$ cat src/rtl/npc_pkg.sv
// Shared types and constants for the next-PC unit.
package npc_pkg;

    // Redirect buffering state of the fetch PC.
    typedef enum logic {
        IDLE = 1'b0,
        PEND = 1'b1
    } state_t;

    // Which target feeds the PC this cycle.
    typedef enum logic [1:0] {
        SEQ = 2'd0,
        BR  = 2'd1,
        J   = 2'd2,
        JR  = 2'd3
    } sel_t;

    localparam int PC_STEP = 4;

endpackage

$ cat src/rtl/npc_ras.sv
// Circular return-address stack. A push onto a full stack overwrites the
// oldest entry; a pop from an empty stack is ignored.
module npc_ras #(
    parameter int XLEN  = 32,
    parameter int DEPTH = 4
) (
    input  logic            clk,
    input  logic            rst_n,
    input  logic            push,
    input  logic            pop,
    input  logic [XLEN-1:0] din,
    output logic [XLEN-1:0] top,
    output logic            valid
);

    localparam int AW = $clog2(DEPTH);
    localparam int CW = $clog2(DEPTH + 1);

    logic [XLEN-1:0] mem [DEPTH];
    logic [AW-1:0]   wp;
    logic [CW-1:0]   cnt;

    // Write pointer points at the next free slot; count saturates at DEPTH.
    always_ff @(posedge clk or negedge rst_n) begin
        if (!rst_n) begin
            wp  <= '0;
            cnt <= '0;
            for (int i = 0; i < DEPTH; i++) mem[i] <= '0;
        end else if (push) begin
            mem[wp] <= din;
            wp      <= wp + 1'b1;
            if (cnt != CW'(DEPTH)) cnt <= cnt + 1'b1;
        end else if (pop && cnt != '0) begin
            wp  <= wp - 1'b1;
            cnt <= cnt - 1'b1;
        end
    end

    // Top of stack is the most recent push, or zero when empty.
    always_comb begin
        valid = (cnt != '0);
        top   = valid ? mem[wp - 1'b1] : '0;
    end

endmodule

$ cat src/rtl/npc_unit.sv
// Next-PC generation unit: fetch PC register, branch/jump/jr target
// selection, stall-time redirect buffering and jal link value.
// Optional return-address stack enabled by defining NPC_RAS_EN.
//
// state | meaning
// IDLE  | no redirect buffered
// PEND  | pend_tgt holds a redirect captured during a stall
module npc_unit
    import npc_pkg::*;
#(
    parameter int          XLEN      = 32,
    parameter logic [31:0] RESET_PC  = 32'h0040_0000,
    parameter int          RAS_DEPTH = 4
) (
    input  logic            clk,
    input  logic            rst_n,
    input  logic            stall,
    input  logic [XLEN-1:0] id_pc,
    input  logic            br_taken,
    input  logic [15:0]     imm16,
    input  logic            jmp,
    input  logic [25:0]     target26,
    input  logic            jal,
    input  logic            jr,
    input  logic [XLEN-1:0] rs_val,
    input  logic            ret,
    output logic [XLEN-1:0] pc_o,
    output logic [XLEN-1:0] link_o,
    output logic            redirect_o,
    output logic [XLEN-1:0] ras_top_o,
    output logic            ras_valid_o
);

    localparam logic [XLEN-1:0] STEP    = XLEN'(PC_STEP);
    localparam logic [XLEN-1:0] PC_INIT = XLEN'(RESET_PC);

    state_t          state, state_nx;
    sel_t            sel;
    logic [XLEN-1:0] pc_nx;
    logic [XLEN-1:0] pend_tgt, pend_nx;
    logic            redirect_nx;
    logic [XLEN-1:0] seq_id;
    logic [XLEN-1:0] br_tgt;
    logic [XLEN-1:0] j_tgt;
    logic [XLEN-1:0] req_tgt;
    logic            req;

    // Request priority: jr over jmp over branch over sequential.
    always_comb begin
        if (jr)            sel = JR;
        else if (jmp)      sel = J;
        else if (br_taken) sel = BR;
        else               sel = SEQ;
    end

    // Candidate targets; all arithmetic wraps modulo 2^XLEN.
    always_comb begin
        seq_id  = id_pc + STEP;
        br_tgt  = seq_id + {{(XLEN-18){imm16[15]}}, imm16, 2'b00};
        j_tgt   = {seq_id[XLEN-1:28], target26, 2'b00};
        link_o  = seq_id + STEP;
        req     = (sel != SEQ);
        case (sel)
            JR:      req_tgt = rs_val;
            J:       req_tgt = j_tgt;
            BR:      req_tgt = br_tgt;
            default: req_tgt = '0;
        endcase
    end

    // State, PC, pending target and redirect flag registers.
    always_ff @(posedge clk or negedge rst_n) begin
        if (!rst_n) begin
            state      <= IDLE;
            pc_o       <= PC_INIT;
            pend_tgt   <= '0;
            redirect_o <= 1'b0;
        end else begin
            state      <= state_nx;
            pc_o       <= pc_nx;
            pend_tgt   <= pend_nx;
            redirect_o <= redirect_nx;
        end
    end

    // Next-state and next-PC selection. The delay slot is already fetched,
    // so a target replaces pc_o+4 rather than being offset from it.
    always_comb begin
        state_nx    = state;
        pc_nx       = pc_o;
        pend_nx     = pend_tgt;
        redirect_nx = 1'b0;
        case (state)
            IDLE: begin
                if (stall) begin
                    if (req) begin
                        pend_nx  = req_tgt;
                        state_nx = PEND;
                    end
                end else if (req) begin
                    pc_nx       = req_tgt;
                    redirect_nx = 1'b1;
                end else begin
                    pc_nx = pc_o + STEP;
                end
            end
            PEND: begin
                if (stall) begin
                    if (req) pend_nx = req_tgt;
                end else begin
                    pc_nx       = req ? req_tgt : pend_tgt;
                    redirect_nx = 1'b1;
                    state_nx    = IDLE;
                end
            end
            default: state_nx = IDLE;
        endcase
    end

`ifdef NPC_RAS_EN
    logic ras_push, ras_pop, ras_hold;

    // A request repeated across stall cycles is the same instruction, so the
    // stack is touched only on its first appearance.
    always_comb begin
        ras_push = (sel == J)  && jal && !ras_hold;
        ras_pop  = (sel == JR) && ret && !ras_hold;
    end

    // Remember that this stalled instruction already updated the stack.
    always_ff @(posedge clk or negedge rst_n) begin
        if (!rst_n) ras_hold <= 1'b0;
        else        ras_hold <= stall && (ras_hold || ras_push || ras_pop);
    end

    npc_ras #(
        .XLEN  (XLEN),
        .DEPTH (RAS_DEPTH)
    ) u_ras (
        .clk   (clk),
        .rst_n (rst_n),
        .push  (ras_push),
        .pop   (ras_pop),
        .din   (link_o),
        .top   (ras_top_o),
        .valid (ras_valid_o)
    );
`else
    localparam int unused_ras_depth = RAS_DEPTH;
    logic unused_ras_in;
    assign unused_ras_in = jal ^ ret;
    assign ras_top_o     = '0;
    assign ras_valid_o   = 1'b0;
`endif

endmodule

$ cat config.mk
export PLATFORM = sky130hd
export DESIGN_NAME = npc_unit
export DESIGN_NICKNAME = d
export VERILOG_FILES = /design/src/rtl/npc_pkg.sv /design/src/rtl/npc_ras.sv /design/src/rtl/npc_unit.sv
export SDC_FILE = /design/constraint.sdc
export NUM_CORES = 1
export LEC_CHECK = 0
export CAP_MARGIN = 20
export CORE_ASPECT_RATIO = 0.8
export CORE_MARGIN = 3
export CORE_UTILIZATION = 37
export CTS_BUF_LIST = sky130_fd_sc_hd__clkbuf_8 sky130_fd_sc_hd__clkbuf_16
export CTS_CLUSTER_SIZE = 25
export DETAILED_ROUTE_END_ITERATION = 10
export PLACE_DENSITY_LB_ADDON = 0.05
export SYNTH_ARGS = -nofsm -noshare
export SYNTH_HDL_FRONTEND = slang
export SYNTH_HIERARCHICAL = 1
export SYNTH_SLANG_ARGS = --single-unit
$ cat constraint.sdc
create_clock -name clk -period 5.3 [get_ports clk]
set_input_delay 1.06 -clock clk [delete_from_list [all_inputs] [get_ports clk]]
set_output_delay 1.06 -clock clk [all_outputs]
set_load 0.05 [all_outputs]
Word level (Yosys, flattened, before mapping)

Index checks and enable logic that the tools add are counted.

Register bits after elaboration: 66
Input bits: 114

$add $sub $neg: 4
Eq/ne operators: 5
Mux-type cells: 17
Bitwise operators: 1
Reduce and logical (&&, ||, !) cells: 2

Operators by type and width:

| cell                  | count |
|---|---|
| $mux 32               | 5 |
| $add 32x3->32 const B | 3 |
| $pmux 32 s3           | 1 |
| $pmux 32 s2           | 1 |
| $add 32x32->32        | 1 |
| $mux 1                | 6 |
| $eq 2x2->1 const B    | 2 |
| $mux 2                | 2 |
| $ne 2x2->1 const B    | 2 |
| $pmux 1 s2            | 2 |
| $eq 2x1->1 const B    | 1 |
| $reduce_and 2->1      | 1 |
| $reduce_bool 2->1     | 1 |
| $not 1->1             | 1 |

Longest topological paths before layout

Gate-level depths: netlist (run 1).

Depth after elaboration: 8
Gate-level depth with buffers: 18
Mapped depth without buffers: 17

Worst setup path after synthesis (run 1)

OpenSTA, ideal clock, no wires.

Path type: input-to-output
From: in id_pc[6]
To: out link_o[30]
Data arrival time: 3,635 ps
Data required time: 4,240 ps
Slack: 605 ps
Stages on the path: 12
Buffers on the path: 2
Cells stage by stage: buf_4 > nand3_4 > nor3_4 > nand3_1 > xnor2_1 > nand2_1 > nor2_2 > and4_1 > buf_4 > and2_4 > nand2_2 > xnor2_1

Longest elaborated chain between the ends: 2

Ends and longest elaborated chain:

| element       | line           | RTL |
|---|---|---|
| from (decl)   | npc_unit.sv:18 | `input logic [XLEN-1:0] id_pc,` |
| $add 32x3->32 | npc_unit.sv:58 | `seq_id = id_pc + STEP;` |
| $add 32x3->32 | npc_unit.sv:61 | `link_o = seq_id + STEP;` |
| to (decl)     | npc_unit.sv:28 | `output logic [XLEN-1:0] link_o,` |

Every way passes these cells.

Final worst setup path (run 1)

From: in id_pc[11]
To: out link_o[30]

Same word-level chain as after synthesis.

==> impl_metrics.json, run 1 <==
{
  "min_to": "pend_tgt[18]$_DFFE_PN0P_",
  "status": "complete, no violations",
  "use_met2": 0.350,
  "cts_resized": 0,
  "timing.hold.ws_ns": 0.479,
  "required_ns": 4.24,
  "drt_iter0_drc": 525,
  "synthMuxAreaShare": 0.0189,
  "synth_top_family_by_area": "compound AO/OA/AOI/OAI gates",
  "cts_tree": "built",
  "die_x_um": 160,
  "grt.busiest_layer": "met2",
  "power_density_nw_per_um2": 228,
  "clockBufferDepth": 2,
  "multi_input_comb_area_sq_um": 4960,
  "setup_viol": 0,
  "syn_avg_cell_area_sq_um": 7.82,
  "hp-start": "pend_tgt[18]$_DFFE_PN0P_",
  "numCtsBuffers": 9,
  "routed_wirelength_mm": 23.6,
  "dp_hpwl_mm": 18.7,
  "r2r_start": "pc_o[14]$_DFFE_PN0P_",
  "insertion_delay_ns": 0.33,
  "clk_pin_slew_ns": 0.06,
  "synth_edf_count": 0,
  "synth_most_common_cell": "nand2_1",
  "port_buffers": 176,
  "hold_buffers": 0,
  "skew_ns": 0.00629,
  "cp_max_fo": 6,
  "drc": 0,
  "nets": 1249,
  "netlist_top_cells_count": "nand2_1 (95), o21ai_0 (82), nor2_1 (79)",
  "cts_setup_buffers": 0,
  "place_congestion": 0.876,
  "ant_nets": 0,
  "layout-drive-gt1-share": 0.126,
  "critPathKind": "primary input to output pin",
  "power_mw": 2.22,
  "drt-vias-per-instance": 5.35,
  "arrival_ns": 4.07,
  "hold_viol": 0,
  "ys.warnings.count": 6,
  "grt_start_max_net_pins": 59,
  "r2r-end": "pc_o[31]$_DFFE_PN0P_",
  "grt_pass1_vias": 6870,
  "use_met3": 0.0419,
  "worst-slew-pin-transition_ns": 0.869,
  "leakagePower_nw": 4.04,
  "min_path_cells": 2,
  "layout_worst_path_cycle_share": 0.968,
  "fill_cells": 1854,
  "wl_per_cell_um": 17.4,
  "grt_overflow": 0,
  "cts.htree.levels": 3,
  "reg2regPathDepth": 10,
  "grt_pass1_wl_mm": 37.7,
  "ctsRootBufferMaster": "clkbuf_16",
  "yosys.area.top_type": "dfrtp_1",
  "yosys.cell_types.count": 72,
  "synth_top_area_frac": 0.232,
  "ys_top_cells_by_area": "dfrtp_1 (23%), xnor2_1 (8.2%), ha_1 (6.6%)",
  "core_area_sq_um": 18400,
  "ys_seq_area_frac": 0.235,
  "regArea_sq_um": 1650,
  "antenna_found_initial": 0,
  "netlist_area_sq_um": 7020,
  "cap_violations": 0,
  "crit_path_end_kind": "output pin",
  "synth_adder_area_share": 0.0688,
  "grtUsageTotal": 0.225,
  "async_flop_share": 1.00,
  "synth_compound_area_frac": 0.240,
  "ioPinCount": 212,
  "met1_usage": 0.337,
  "slew_violations": 0,
  "syn_to_final_growth_pct": 38.5,
  "dieArea_sq_um": 20700,
  "synth_ff_type": "dfrtp_1",
  "rrSetupSlack_ns": 2.51,
  "antenna_cells": 0,
  "slew_headroom": 0.418,
  "synthSimpleGateAreaFrac": 0.228,
  "vias": 7252,
  "fmax_ghz": 0.195,
  "vdd_drop_max_v": 0.000156,
  "rsz0062_at_grt": "yes",
  "die-height_um": 129,
  "clock_sinks": 66,
  "synthXorXnorAreaFrac": 0.130,
  "syn_inst": 898,
  "start_util": 0.382,
  "yosys_register_bits": 66,
  "num_rows": 44,
  "fin_crit_ns": 5.13,
  "start_kind": "primary input",
  "holdCritPathClass": "flip-flop to flip-flop",
  "dr.pass1.iters": 8
}
-- layout by cell type, fill, tap and decap left out, types with 5 or more instances in the layout --
cell | netlist | layout
o31ai_1 | 5 | 5
nand4_1 | 17 | 17
nor2_1 | 79 | 79
buf_12 | 0 | 23
a21o_1 | 15 | 15
dfrtp_1 | 65 | 65
a22oi_1 | 18 | 18
nor3_1 | 15 | 15
a2bb2oi_1 | 7 | 7
and4_1 | 5 | 5
buf_4 | 39 | 58
o21ai_0 | 82 | 82
a222oi_1 | 9 | 9
a221oi_1 | 13 | 13
nand3_1 | 40 | 40
xnor2_1 | 66 | 66
clkbuf_16 | 0 | 9
inv_1 | 25 | 25
xor2_1 | 31 | 30
conb_1 | 1 | 33
and2_1 | 8 | 8
nand2_1 | 95 | 95
a31oi_1 | 8 | 8
nand2b_1 | 6 | 6
nor2b_1 | 6 | 5
o21a_1 | 6 | 6
clkdlybuf4s50_1 | 0 | 150
a22o_1 | 9 | 9
and3_1 | 19 | 19
ha_1 | 37 | 36
mux2_2 | 10 | 10
a21oi_1 | 60 | 60
-- sequential cells by signal (all words and copies together) (netlist names) --
register / cells
pc_o: 32
state: 1
redirect_o: 1
pend_tgt: 32
-- worst max-delay path, cell delays in order --
cell	delay, ns
clkdlybuf4s50_1	0.61
nand2_1	0.13
nor3_4	0.25
buf_4	0.16
nand2_1	0.06
xnor2_1	0.28
nand3_1	0.19
nor2_2	0.25
and4_1	0.38
and2_4	0.21
nand2_2	0.05
xnor2_1	0.26
buf_12	0.18
-- routing by layer --
metal,up-vias,part of all wire
li1,3577,-
met2,229,0.43
met5,-,0
met1,3431,0.50
met4,0,0.0075
met3,15,0.062
-- power by group --
group          total, mW  internal (mW)  switching [mW]
logic              0.998          0.407           0.591
clock network      0.573          0.353           0.220
registers          0.647          0.573          0.0735
total               2.22           1.33           0.885
-- per-stage QoR --
step           cells  utilization  TNS [ns]  setup slack [ns]  area [sq um]
2_1_floorplan    930            -         0             0.605          7140
3_3_place_gp    1339        0.512         0            0.0589          9420
4_1_cts         1355        0.528         0            0.0300          9710
5_1_grt         1355        0.529    -0.114           -0.0501          9730
3_5_place_dp    1339        0.512         0            0.0684          9420
6_report        1355        0.529         0             0.169          9730
-- cell type report --
type,count,area share
multi-input cells,762,0.510
repair buffers,232,0.247
flip-flops and latches,66,0.170
well taps,253,0.0325
clock buffers,12,0.0274
inverters,26,0.0102
clock inverters,4,0.00257
-- how the worst max path moves through the flow --
stage / slack (ns) / from / endpoint / depth (start not counted)
floorplan: 0.60 / id_pc[6] / link_o[30] / 12
global placement: 0.06 / id_pc[3] / link_o[31] / 11
detailed placement: 0.07 / id_pc[2] / link_o[31] / 11
CTS: 0.03 / id_pc[2] / link_o[31] / 11
global route: -0.05 / id_pc[7] / link_o[30] / 13
finish: 0.17 / id_pc[11] / link_o[30] / 13
-- kinds of logic after synthesis --
group | Yosys count
and+or+nand+nor | 316
AOI/OAI and AO/OA | 262
buffers and inverters | 102
xor gates and xnor gates | 101
DFF | 66
adders and majority gates | 38
muxes | 12
other | 1
(Power assumes the default switching activity.)
==> run 2: changes to the inputs <==
--- a/config.mk
+++ b/config.mk
@@ -5,7 +5,7 @@
 export SDC_FILE = /design/constraint.sdc
 export NUM_CORES = 1
 export LEC_CHECK = 0
-export CAP_MARGIN = 20
+export CAP_MARGIN = 10
 export CORE_ASPECT_RATIO = 0.8
 export CORE_MARGIN = 3
 export CORE_UTILIZATION = 37
@@ -17,3 +17,4 @@
 export SYNTH_HDL_FRONTEND = slang
 export SYNTH_HIERARCHICAL = 1
 export SYNTH_SLANG_ARGS = --single-unit
+export TNS_END_PERCENT = 50
==> results of run 2 <==
Final layout, timing and power as in run 1 (identical DEF).
==> run 3: changes to the inputs <==
--- a/config.mk
+++ b/config.mk
@@ -13,8 +13,9 @@
 export CTS_CLUSTER_SIZE = 25
 export DETAILED_ROUTE_END_ITERATION = 10
 export PLACE_DENSITY_LB_ADDON = 0.05
+export SLEW_MARGIN = 40
 export SYNTH_ARGS = -nofsm -noshare
 export SYNTH_HDL_FRONTEND = slang
 export SYNTH_HIERARCHICAL = 1
 export SYNTH_SLANG_ARGS = --single-unit
-export TNS_END_PERCENT = 50
+export TNS_END_PERCENT = 1
==> run 3 against run 2 <==
Global-route usage is the same. Die area unchanged. Clock power hardly changed. Total power about the same. Worst hold slack improved by 0.00079 ns. Register-to-register slack gained 0.02 ns. Flip-flop and latch count stayed put. Non-clock buffer count rose by 1. Combinational power is essentially flat. Largest cell class unchanged. Largest power group unchanged.
==> impl_metrics.json, run 3 (synthesized netlist as in run 1, its figures left out) <==
{
  "routed_wirelength_mm": 23.6,
  "ctsRootBufferMaster": "clkbuf_16",
  "num_rows": 44,
  "fin_crit_ns": 5.12,
  "leakagePower_nw": 4.05,
  "ant_nets": 0,
  "status": "complete, no violations",
  "grtUsageTotal": 0.225,
  "dieArea_sq_um": 20700,
  "die-height_um": 129,
  "layout_worst_path_cycle_share": 0.965,
  "place_congestion": 0.876,
  "reg2regPathDepth": 10,
  "cp_max_fo": 6,
  "numCtsBuffers": 9,
  "fmax_ghz": 0.195,
  "crit_path_end_kind": "output pin",
  "core_area_sq_um": 18400,
  "insertion_delay_ns": 0.33,
  "combinationalPowerShare": 0.451,
  "port_buffers": 176,
  "rsz0062_at_grt": "yes",
  "cts_tree": "built",
  "fin_tns_setup_ns": 0,
  "critPathSlowestCell": "clkdlybuf4s50_1",
  "clockBufferDepth": 2,
  "slew_violations": 0,
  "grt_start_max_net_pins": 59,
  "syn_to_final_growth_pct": 38.9,
  "antenna_found_initial": 0,
  "start_util": 0.382,
  "holdCritPathClass": "flip-flop to flip-flop",
  "grt_overflow": 0,
  "vdd_drop_max_v": 0.000156,
  "multi_input_comb_area_sq_um": 4970,
  "clk_pin_slew_ns": 0.05,
  "rrSetupSlack_ns": 2.53,
  "arrival_ns": 4.06,
  "required_ns": 4.24,
  "final_common_cell": "clkdlybuf4s50_1",
  "power_density_nw_per_um2": 228,
  "dp_hpwl_mm": 18.7,
  "vias": 7281,
  "min_path_cells": 2,
  "worst-slew-pin-transition_ns": 0.652,
  "slew_headroom": 0.565,
  "final_cell_mix": "clkdlybuf4s50_1 (150), nand2_1 (95), o21ai_0 (82)",
  "wl_per_cell_um": 17.4,
  "p_clk_frac": 0.258,
  "nets": 1250,
  "drc": 0,
  "drt-vias-per-instance": 5.37,
  "reg.largest.list": "pc_o: 32 flops, pend_tgt: 32 flops",
  "finish.utilization": 0.530,
  "cap_violations": 0,
  "start_kind": "primary input",
  "fill_cells": 1852,
  "cts.htree.levels": 3,
  "critPathKind": "primary input to output pin",
  "power_frac_seq": 0.291,
  "final_cells": 1356,
  "p_int_mw": 1.33,
  "layout-drive-gt1-share": 0.128,
  "max_stage_delay_ns": 0.60,
  "path_cells": "clkdlybuf4s50_1 > nand2_1 > nor3_4 > buf_4 > nand2_1 > xnor2_1 > nand3_1 > nor2_2 > and4_1 > and2_4 > nand2_2 > xnor2_1 > buf_12",
  "switching_power_mw": 0.886,
  "ioPinCount": 212,
  "hold_buffers": 0,
  "drt_iter0_drc": 518,
  "setup_viol": 0,
  "timing.hold.ws_ns": 0.480,
  "grt_pass1_vias": 6870,
  "grt_pass1_wl_mm": 37.7,
  "regArea_sq_um": 1650,
  "clock_sinks": 66,
  "swShare": 0.399,
  "dr.pass1.iters": 8,
  "hold_viol": 0,
  "skew_ns": 0.00664,
  "die_x_um": 160,
  "place_inst": 1339,
  "antenna_cells": 0
}
[run 3: stage by stage]
step	setup WS [ns]	power, mW	instance area, sq um
4_1_cts	0.0300	2.23	9710
5_1_grt	-0.0501	2.35	9750
6_report	0.183	2.22	9750
3_5_place_dp	0.0684	1.65	9420
3_3_place_gp	0.0589	1.64	9420
2_1_floorplan	0.605	1.28	7140
[run 3: area by class of cell]
cell class                 instances  share of cell area
clock buffer                      12              0.0273
inverter                          26              0.0101
clock inverter                     4             0.00257
timing repair buffer             233               0.248
sequential                        66               0.170
tap                              253              0.0325
multi-input combinational        762               0.509
[run 3: path summary, 6_finish.rpt]
kind,to,startpoint
worst max-delay path,link_o[30],id_pc[11]
worst min-delay path,pend_tgt[18]$_DFFE_PN0P_,pend_tgt[18]$_DFFE_PN0P_
worst max register to register,pc_o[31]$_DFFE_PN0P_,pc_o[14]$_DFFE_PN0P_
worst min register to register,pend_tgt[18]$_DFFE_PN0P_,pend_tgt[18]$_DFFE_PN0P_
max in group asynchronous,pc_o[22]$_DFFE_PN1P_,rst_n
min in group asynchronous,pend_tgt[11]$_DFFE_PN0P_,rst_n
[run 3: per-layer routing]
| metal | GRT usage | part of all wire | wire length [um] |
|---|---|---|---|
| met2 | 0.350 | 0.44 | 10300 |
| met3 | 0.0419 | 0.061 | 1440 |
| met4 | 0.0245 | 0.0061 | 144 |
| met1 | 0.337 | 0.50 | 11800 |
| met5 | 0 | 0 | 0 |
[run 3: what timing repair did]
| item | CTS | global route |
|---|---|---|
| setup buffers | 0 | 0 |
| gates resized for setup | 0 | 3 |
| setup endpoints to repair | 0 | 9 |
[run 3: power by group through the flow]
stage / Sequential [mW] / Combinational (mW) / Clock, mW
5_1_grt: 0.657 / 1.09 / 0.609
2_1_floorplan: 0.757 / 0.527 / 0
3_5_place_dp: 0.653 / 0.996 / 0
6_report: 0.647 / 1.00 / 0.573
3_3_place_gp: 0.653 / 0.992 / 0
4_1_cts: 0.646 / 1.00 / 0.581
[run 3: critical path, delay by kind of cell]
family	cells	cell delay, ns
simple gates	8	1.52
buf+inv	3	0.94
xor+xnor	2	0.54
